--- src/rtl/lcd_frame_writer.sv ---
// lcd_frame_writer: generates test-pattern frames for an RGB565 LCD frame buffer
// and pushes them into an SDRAM write FIFO, four pixels per 64-bit word.
//
// Parameters
//   H_RES      active pixels per line (multiple of 4)
//   V_RES      active lines per frame
//   GAP_CYCLES idle cycles between frames in continuous mode
//
// Ports
//   clk_50m         single clock, rising edge
//   rst             asynchronous active-high reset
//   sdram_init_done SDRAM init complete (asynchronous, synchronized internally)
//   start           one-cycle pulse that begins a frame (honoured only in IDLE)
//   continuous      1 = loop frames indefinitely
//   pattern_sel     0 colour bars, 1 gradient, 2 checker, 3 solid
//   solid_color     RGB565 value for the solid pattern
//   wr_ready        write FIFO below its almost-full level
//   wr_en           write FIFO write enable
//   wr_data         pixels x..x+3, pixel x in [15:0], pixel x+3 in [63:48]
//   busy            high while in WRITE or GAP
//   frame_done      one-cycle pulse after the last word of a frame
//   frame_cnt       16-bit count of frame_done pulses (only when the macro
//                   LCD_FRAME_WRITER_FRAME_CNT_EN is defined)

module lcd_frame_writer #(
    parameter int unsigned H_RES      = 800,
    parameter int unsigned V_RES      = 480,
    parameter int unsigned GAP_CYCLES = 16
) (
    input  logic        clk_50m,
    input  logic        rst,
    input  logic        sdram_init_done,
    input  logic        start,
    input  logic        continuous,
    input  logic [1:0]  pattern_sel,
    input  logic [15:0] solid_color,
    input  logic        wr_ready,
    output logic        wr_en,
    output logic [63:0] wr_data,
    output logic        busy,
    output logic        frame_done
`ifdef LCD_FRAME_WRITER_FRAME_CNT_EN
    ,
    output logic [15:0] frame_cnt
`endif
);

    // x needs at least 10 bits for the gradient, y at least 6 for the checker
    localparam int unsigned X_W   = ($clog2(H_RES) > 10) ? $clog2(H_RES) : 10;
    localparam int unsigned Y_W   = ($clog2(V_RES) > 6) ? $clog2(V_RES) : 6;
    localparam int unsigned GC_W  = $clog2(GAP_CYCLES + 1) + 1;
    localparam int unsigned BAR_W = H_RES / 8;

    localparam logic [X_W-1:0]  X_LAST   = X_W'(H_RES - 4);
    localparam logic [Y_W-1:0]  Y_LAST   = Y_W'(V_RES - 1);
    localparam logic [GC_W-1:0] GAP_LAST = GC_W'(GAP_CYCLES);

    typedef enum logic [1:0] {
        IDLE  = 2'd0,
        WRITE = 2'd1,
        GAP   = 2'd2,
        DONE  = 2'd3
    } state_t;

    state_t          state;
    logic            init_meta;
    logic            init_s;
    logic [X_W-1:0]  x;
    logic [Y_W-1:0]  y;
    logic [GC_W-1:0] gap_cnt;
    logic [1:0]      pat_q;
    logic [15:0]     solid_q;
    logic [63:0]     word_c;

    // Colour of one pixel for the latched pattern
    function automatic logic [15:0] pixel(
        input logic [1:0]     pat,
        input logic [15:0]    solid,
        input logic [X_W-1:0] xp,
        input logic [Y_W-1:0] yy
    );
        logic [2:0] bar;
        bar = 3'(xp / X_W'(BAR_W));
        case (pat)
            2'd0: begin
                case (bar)
                    3'd0:    return 16'hFFFF;
                    3'd1:    return 16'hFFE0;
                    3'd2:    return 16'h07FF;
                    3'd3:    return 16'h07E0;
                    3'd4:    return 16'hF81F;
                    3'd5:    return 16'hF800;
                    3'd6:    return 16'h001F;
                    default: return 16'h0000;
                endcase
            end
            2'd1:    return {xp[9:5], xp[9:4], xp[9:5]};
            2'd2:    return (xp[5] ^ yy[5]) ? 16'hFFFF : 16'h0000;
            default: return solid;
        endcase
    endfunction

    // Word for the current position: four consecutive columns
    always_comb begin
        word_c = '0;
        for (int i = 0; i < 4; i++) begin
            word_c[16*i +: 16] = pixel(pat_q, solid_q, x + X_W'(i), y);
        end
    end

    // Two-flop synchronizer for the SDRAM init flag
    always_ff @(posedge clk_50m or posedge rst) begin
        if (rst) begin
            init_meta <= 1'b0;
            init_s    <= 1'b0;
        end else begin
            init_meta <= sdram_init_done;
            init_s    <= init_meta;
        end
    end

    // Frame FSM with registered outputs. The GAP state spans the cycle that
    // presents the last word plus GAP_CYCLES cycles with wr_en low, giving a
    // frame period of words + GAP_CYCLES + 1 in continuous mode.
    always_ff @(posedge clk_50m or posedge rst) begin
        if (rst) begin
            state      <= IDLE;
            x          <= '0;
            y          <= '0;
            gap_cnt    <= '0;
            pat_q      <= '0;
            solid_q    <= '0;
            wr_en      <= 1'b0;
            wr_data    <= '0;
            busy       <= 1'b0;
            frame_done <= 1'b0;
        end else begin
            wr_en      <= 1'b0;
            frame_done <= 1'b0;
            case (state)
                IDLE: begin
                    if (start && init_s) begin
                        state   <= WRITE;
                        busy    <= 1'b1;
                        x       <= '0;
                        y       <= '0;
                        pat_q   <= pattern_sel;
                        solid_q <= solid_color;
                    end
                end
                WRITE: begin
                    if (!init_s) begin
                        state <= IDLE;
                        busy  <= 1'b0;
                    end else if (wr_ready) begin
                        wr_en   <= 1'b1;
                        wr_data <= word_c;
                        if (x == X_LAST) begin
                            x <= '0;
                            if (y == Y_LAST) begin
                                y       <= '0;
                                gap_cnt <= '0;
                                if (continuous) begin
                                    state <= GAP;
                                end else begin
                                    state <= DONE;
                                    busy  <= 1'b0;
                                end
                            end else begin
                                y <= y + Y_W'(1);
                            end
                        end else begin
                            x <= x + X_W'(4);
                        end
                    end
                end
                GAP: begin
                    if (!init_s) begin
                        state <= IDLE;
                        busy  <= 1'b0;
                    end else begin
                        if (gap_cnt == '0) begin
                            frame_done <= 1'b1;
                        end
                        if (gap_cnt == GAP_LAST) begin
                            state   <= WRITE;
                            x       <= '0;
                            y       <= '0;
                            pat_q   <= pattern_sel;
                            solid_q <= solid_color;
                        end else begin
                            gap_cnt <= gap_cnt + GC_W'(1);
                        end
                    end
                end
                DONE: begin
                    frame_done <= 1'b1;
                    state      <= IDLE;
                    busy       <= 1'b0;
                end
                default: begin
                    state <= IDLE;
                    busy  <= 1'b0;
                end
            endcase
        end
    end

`ifdef LCD_FRAME_WRITER_FRAME_CNT_EN
    // Count completed frames, wrapping naturally at 16 bits
    always_ff @(posedge clk_50m or posedge rst) begin
        if (rst) begin
            frame_cnt <= '0;
        end else if (frame_done) begin
            frame_cnt <= frame_cnt + 16'd1;
        end
    end
`endif

endmodule

--- config.mk ---
export PLATFORM = sky130hd
export DESIGN_NAME = lcd_frame_writer
export DESIGN_NICKNAME = d
export VERILOG_FILES = /design/src/rtl/lcd_frame_writer.sv
export SDC_FILE = /design/constraint.sdc
export NUM_CORES = 1
export LEC_CHECK = 0
export BUFFER_PORTS_ARGS = -buffer_cell sky130_fd_sc_hd__buf_2
export CORE_MARGIN = 3
export CORE_UTILIZATION = 55
export CTS_CLUSTER_DIAMETER = 100
export CTS_CLUSTER_SIZE = 40
export DETAILED_ROUTE_END_ITERATION = 8
export HOLD_SLACK_MARGIN = 0.15
export PLACE_DENSITY = 0.81
export SYNTH_ARGS = -nofsm -noshare
export SYNTH_HDL_FRONTEND = slang
export SYNTH_SLANG_ARGS = --single-unit
--- constraint.sdc ---
create_clock -name clk_50m -period 3.6 [get_ports clk_50m]
set_input_delay 0.36 -clock clk_50m [delete_from_list [all_inputs] [get_ports clk_50m]]
set_output_delay 0.36 -clock clk_50m [all_outputs]
set_load 0.02 [all_outputs]
# Yosys cells after proc, flatten, opt, wreduce, memory -nomap -nowiden
# Index checks and enable logic that the tools add are counted.
classes:
  addsub: 6
  n_mul: 0
  n_div: 4
  n_lt_le_gt_ge: 0
  eq_ne: 46
  shifts: 0
  n_mux: 65
  n_bitwise: 4
  reduce_logical: 18
ops:
  columns: ["op", "count"]
  rows:
  - ["$pmux W16 S7", 4]
  - ["$pmux W16 S3", 4]
  - ["$mux W16", 7]
  - ["$mux W9", 7]
  - ["$mux W10", 6]
  - ["$div A10 B7 Y10 const B", 4]
  - ["$eq A3 B3 Y1 const B", 12]
  - ["$mux W6", 6]
  - ["$pmux W16 S2", 1]
  - ["$pmux W10 S3", 1]
  - ["$pmux W9 S3", 1]
  - ["$eq A3 B2 Y1 const B", 8]
  - ["$add A10 B2 Y10 const B", 2]
  - ["$mux W2", 10]
  - ["$ne A2 B2 Y1 const B", 9]
  - ["$ne A3 B3 Y1 const B", 5]
  - ["$reduce_and A7 Y1", 2]
  - ["$mux W1", 13]
  - ["$eq A3 B1 Y1 const B", 4]
  - ["$logic_not A3 Y1", 4]
  - ["$pmux W6 S2", 1]
  - ["$reduce_and A6 Y1", 2]
  - ["$add A10 B1 Y10 const B", 1]
  - ["$add A10 B3 Y10 const B", 1]
  - ["20 further kinds", 28]
word_totals:
  regBits: 114
  latchBits: 0
  ram_bits: 0
  romBits: 0
  inputBits: 24
  out_inout_bits: 67
  memories: 0

# Longest topological paths before layout
depth:
  ltp_word: 6
  mapped_depth: 13
  depth_no_buf: 11

# Worst setup path after synthesis
# No wires, ideal clock.
synth_timing:
  path_kind: "register to register"
  from: "register x[6]"
  to: "register wr_data[48]"
  arrival_ns: 2.987
  t_required_ns: 3.496
  slack_ns: 0.509
  stages_incl_launch_ff: 14
  path_buffers: 2
  path_cell_list: "dfrtp_1 buf_6 o211ai_1 mux2i_4 inv_1 ha_1 clkbuf_2 o311a_1 mux2i_1 xnor2_1 o311ai_0 a221oi_2 nor4_4 a221oi_1"
synth_between:
  elab_chain_cells: 5
  elab_cells_between_ends: 11
  cone_classes: "1 x add/sub; 1 x div; 6 x eq/ne; 2 x mux; 1 x reduce/logical"
synth_lines:
  columns: ["element", "line", "text"]
  rows:
  - ["from (decl)", "68", "logic [X_W-1:0] x;"]
  - ["from (signal assigned)", "173", "x <= x + X_W'(4);"]
  - ["$add A10 B2 Y10 *", "107", "word_c[16*i +: 16] = pixel(pat_q, solid_q, x + X_W'(i), y);"]
  - ["$div A10 B7 Y10 *", "83", "bar = 3'(xp / X_W'(BAR_W));"]
  - ["$eq A3 B3 Y1 (tied with other cells)", "86", "case (bar)"]
  - ["$pmux W16 S7 *", "86", null]
  - ["$pmux W16 S3 *", "84", "case (pat)"]
  - ["to (signal assigned)", "157", "wr_data <= word_c;"]
  - ["to (decl)", "39", "output logic [63:0] wr_data,"]
# Every way passes the cells marked *; elsewhere a longest branch is shown, timed or not.
# A chain may end at the register's enable or synchronous reset.

# Worst setup path after layout
layout_timing:
  from: "register x[3]"
  to: "register wr_data[50]"
layout_between:
  elab_chain_cells: 5
  elab_cells_between_ends: 13
  cone_classes: "1 x add/sub; 1 x div; 6 x eq/ne; 3 x mux; 1 x bitwise; 1 x reduce/logical"
layout_lines:
  columns: ["element", "line"]
  rows:
  - ["$add A10 B2 Y10 *", "107"]
  - ["$div A10 B7 Y10", "83"]
  - ["$eq A3 B3 Y1 (tied with other cells)", "86"]
  - ["$pmux W16 S7", "86"]
  - ["$pmux W16 S3 *", "84"]
# Marked as above.

==> results_dict.tcl <==
set metrics [dict create \
    status "finished, final reports clean" \
    areaGrowthSynthToFinish_pct 13.9 \
    p_leak_uw 0.00323 \
    synth_cell_types 88 \
    drive_gt1_frac 0.221 \
    grt_overflow_total 0 \
    arrival_ns 3.57 \
    clock_sinks 112 \
    fin_ws_ns 0.226 \
    fin_crit_sh 0.937 \
    critPathMaxFanout 7 \
    dp_slack_ns 0.306 \
    numCtsBuffers 9 \
    io_pins 91 \
    synth_ff_type "dfrtp_1" \
    hold_path_class "in -> async" \
    synth_seq_cells 112 \
    async_reset_ff_frac 1.00 \
    crit_type "reg -> reg" \
    hold_violations 0 \
    rows 39 \
    wl_met3_um 1530 \
    vias 6288 \
    min_period_ns 3.37 \
    dp_hpwl_um 13800 \
    syn_inst 752 \
    wl_um 19000 \
    synth_area_leaders "dfrtp_1, a21oi_1, nor2_1, nand2_1, o21ai_0" \
    htreeDepth 3 \
    ys_seq_area_frac 0.418 \
    core_um2 11700 \
    portBuffers 90 \
    slew_viol_final 0 \
    end_kind "flop" \
    drcViolationCount 0 \
    place.gp.congestion 1.00 \
    design.final.nets 867 \
    synth_nets 787 \
    highest_layer "met4" \
    dieHeight_um 116 \
    antenna_left 0 \
    relSlewSlack 0.494 \
    postCtsSetupRepairBufs 0 \
    fmax_ghz 0.296 \
    power-per-cell-area_nw_per_um2 775 \
    yosysMostFrequentCell "dfrtp_1" \
    postSynthAreaPerCell_um2 8.92 \
    worst_slew_pin_slew_ns 0.759 \
    cp.required_ns 3.80 \
    synth_common_cells "dfrtp_1, nor2_1, a21oi_1" \
    die_area_um2 13600 \
    grt_max_degree 71 \
    initial_utilization 0.575 \
    rsz0062_at_grt "no" \
    synth.top_cell.area_share 0.418 \
    startpoint_type "flop" \
    antennaDiodeCount 0 \
    antenna_found_initial 0 \
    dr.pass1.iters 5 \
    clk_pin_slew_ns 0.08 \
    synth_edf_count 0 \
    drt-initial-drc-count 616 \
    peakVddDrop_mv 0.642 \
    wl_met1_um 7860 \
    synth_area_um2 6710 \
    die_w_um 116 \
    via_per_inst 6.42 \
    cts_tree "yes" \
    clock-root-buffer "clkbuf_16" \
    cts_buffer_depth 2 \
    grt_pass1_wl_um 31000 \
    yosysTopAreaCell "dfrtp_1" \
    fin_skew_ns 0.00962 \
    grt_pass1_vias 6103 \
    wl_met2_um 9080 \
    setup_tns_ns 0 \
    wl_per_cell_um 19.4 \
    setup_viol 0 \
    clk_latency_ns 0.36 \
    grt_usage 0.291 \
    maxCapViolCount 0 \
    synth_warnings 0 \
]
[state kept, by name, summed over array words and instances (netlist names)]
signal and cells:
busy 1, frame_done 1, gap_cnt 6, init_meta 1, init_s 1, pat_q 2
solid_q 16, state 2, wr_data 64, wr_en 1, x 8, y 9
[repair_timing]
item / in CTS / in global routing
hold buffers: 1 / 0
resized for setup: 0 / 0
endpoints found under the hold margin: 1 / 0
[worst max-delay path, stage by stage (launching register included)]
cell	delay (ns)
dfrtp_1	0.38
inv_1	0.20
ha_1	0.25
nor3b_1	0.64
mux2_2	0.45
nand2_1	0.18
mux2i_1	0.37
a21oi_1	0.17
nor4_4	0.42
a221oi_1	0.14
[cell type report]
class                      count  area (um^2)
multi-input combinational    574         3590
clock inverter                 7          106
timing repair buffer         119          671
tap                          143          179
sequential                   112         2800
fill                         947         4020
inverter                      16         62.6
clock buffer                   9          225
[cells in the final DEF (no fill, tap or decap), drive strengths merged, types with 5 or more instances in the layout]
cell,n
and2,6
dfrtp,112
and3,6
ha,11
buf,118
mux2,22
or2,9
o311ai,6
nand4,8
o32ai,6
a21oi,91
nand2,72
inv,19
a211oi,7
a21o,5
a31oi,9
xor2,5
o21ai,52
a221oi,8
nor2b,6
nand3,15
o31ai,11
nor4b,5
mux2i,6
clkbuf,9
a22oi,5
nand2b,14
a21boi,9
o211ai,8
nor2,98
xnor2,6
nor3,11
[through the flow]
| step | cell area [um^2] | total power [uW] | std cells | utilization | hold slack (ns) |
|---|---|---|---|---|---|
| 2_1_floorplan | 6710 | 3920 | 752 | - | 0.331 |
| 3_3_place_gp | 7300 | 4710 | 963 | 0.626 | 0.335 |
| 3_5_place_dp | 7300 | 4810 | 963 | 0.626 | 0.340 |
| 4_1_cts | 7640 | 5920 | 980 | 0.655 | 0.172 |
| 5_1_grt | 7640 | 6290 | 980 | 0.655 | 0.207 |
| 6_report | 7640 | 5920 | 980 | 0.655 | 0.142 |
[layer usage]
layer,global-route usage,vias to the layer above
met5,0,-
met4,0.116,0
met1,0.378,3058
met3,0.0808,49
met2,0.463,294
li1,-,2887
[cells by family after synthesis]
kind of cell               after synthesis  synth area share
and+or+nand+nor                        269             0.198
AOI/OAI and AO/OA                      254             0.254
DFF                                    112             0.418
buffers and inverters                   66            0.0466
muxes                                   28            0.0477
adders and majority gates               12            0.0220
xor gates and xnor gates                11            0.0144
[path summary, 6_finish.rpt]
| check | startpoint | endpoint | slack, ns | cells after the start |
|---|---|---|---|---|
| setup / recovery | x[3] | wr_data[50] | 0.23 | 9 |
| hold / removal | rst | pat_q[1] | 0.14 | 2 |
| setup reg to reg | x[3] | wr_data[50] | 0.23 | 9 |
| hold reg to reg | init_meta | init_s | 0.36 | 0 |
| max in group asynchronous | rst | wr_data[20] | 2.65 | 3 |
| min in group clk_50m | solid_color[15] | solid_q[15] | 0.23 | 2 |
[where the power goes]
group | internal, uW | switching (uW) | total (uW)
Clock | 569 | 515 | 1080
Combinational | 967 | 1710 | 2680
Sequential | 1770 | 391 | 2160
Total | 3310 | 2620 | 5920
No activity file was read; power rests on OpenSTA's default activity.
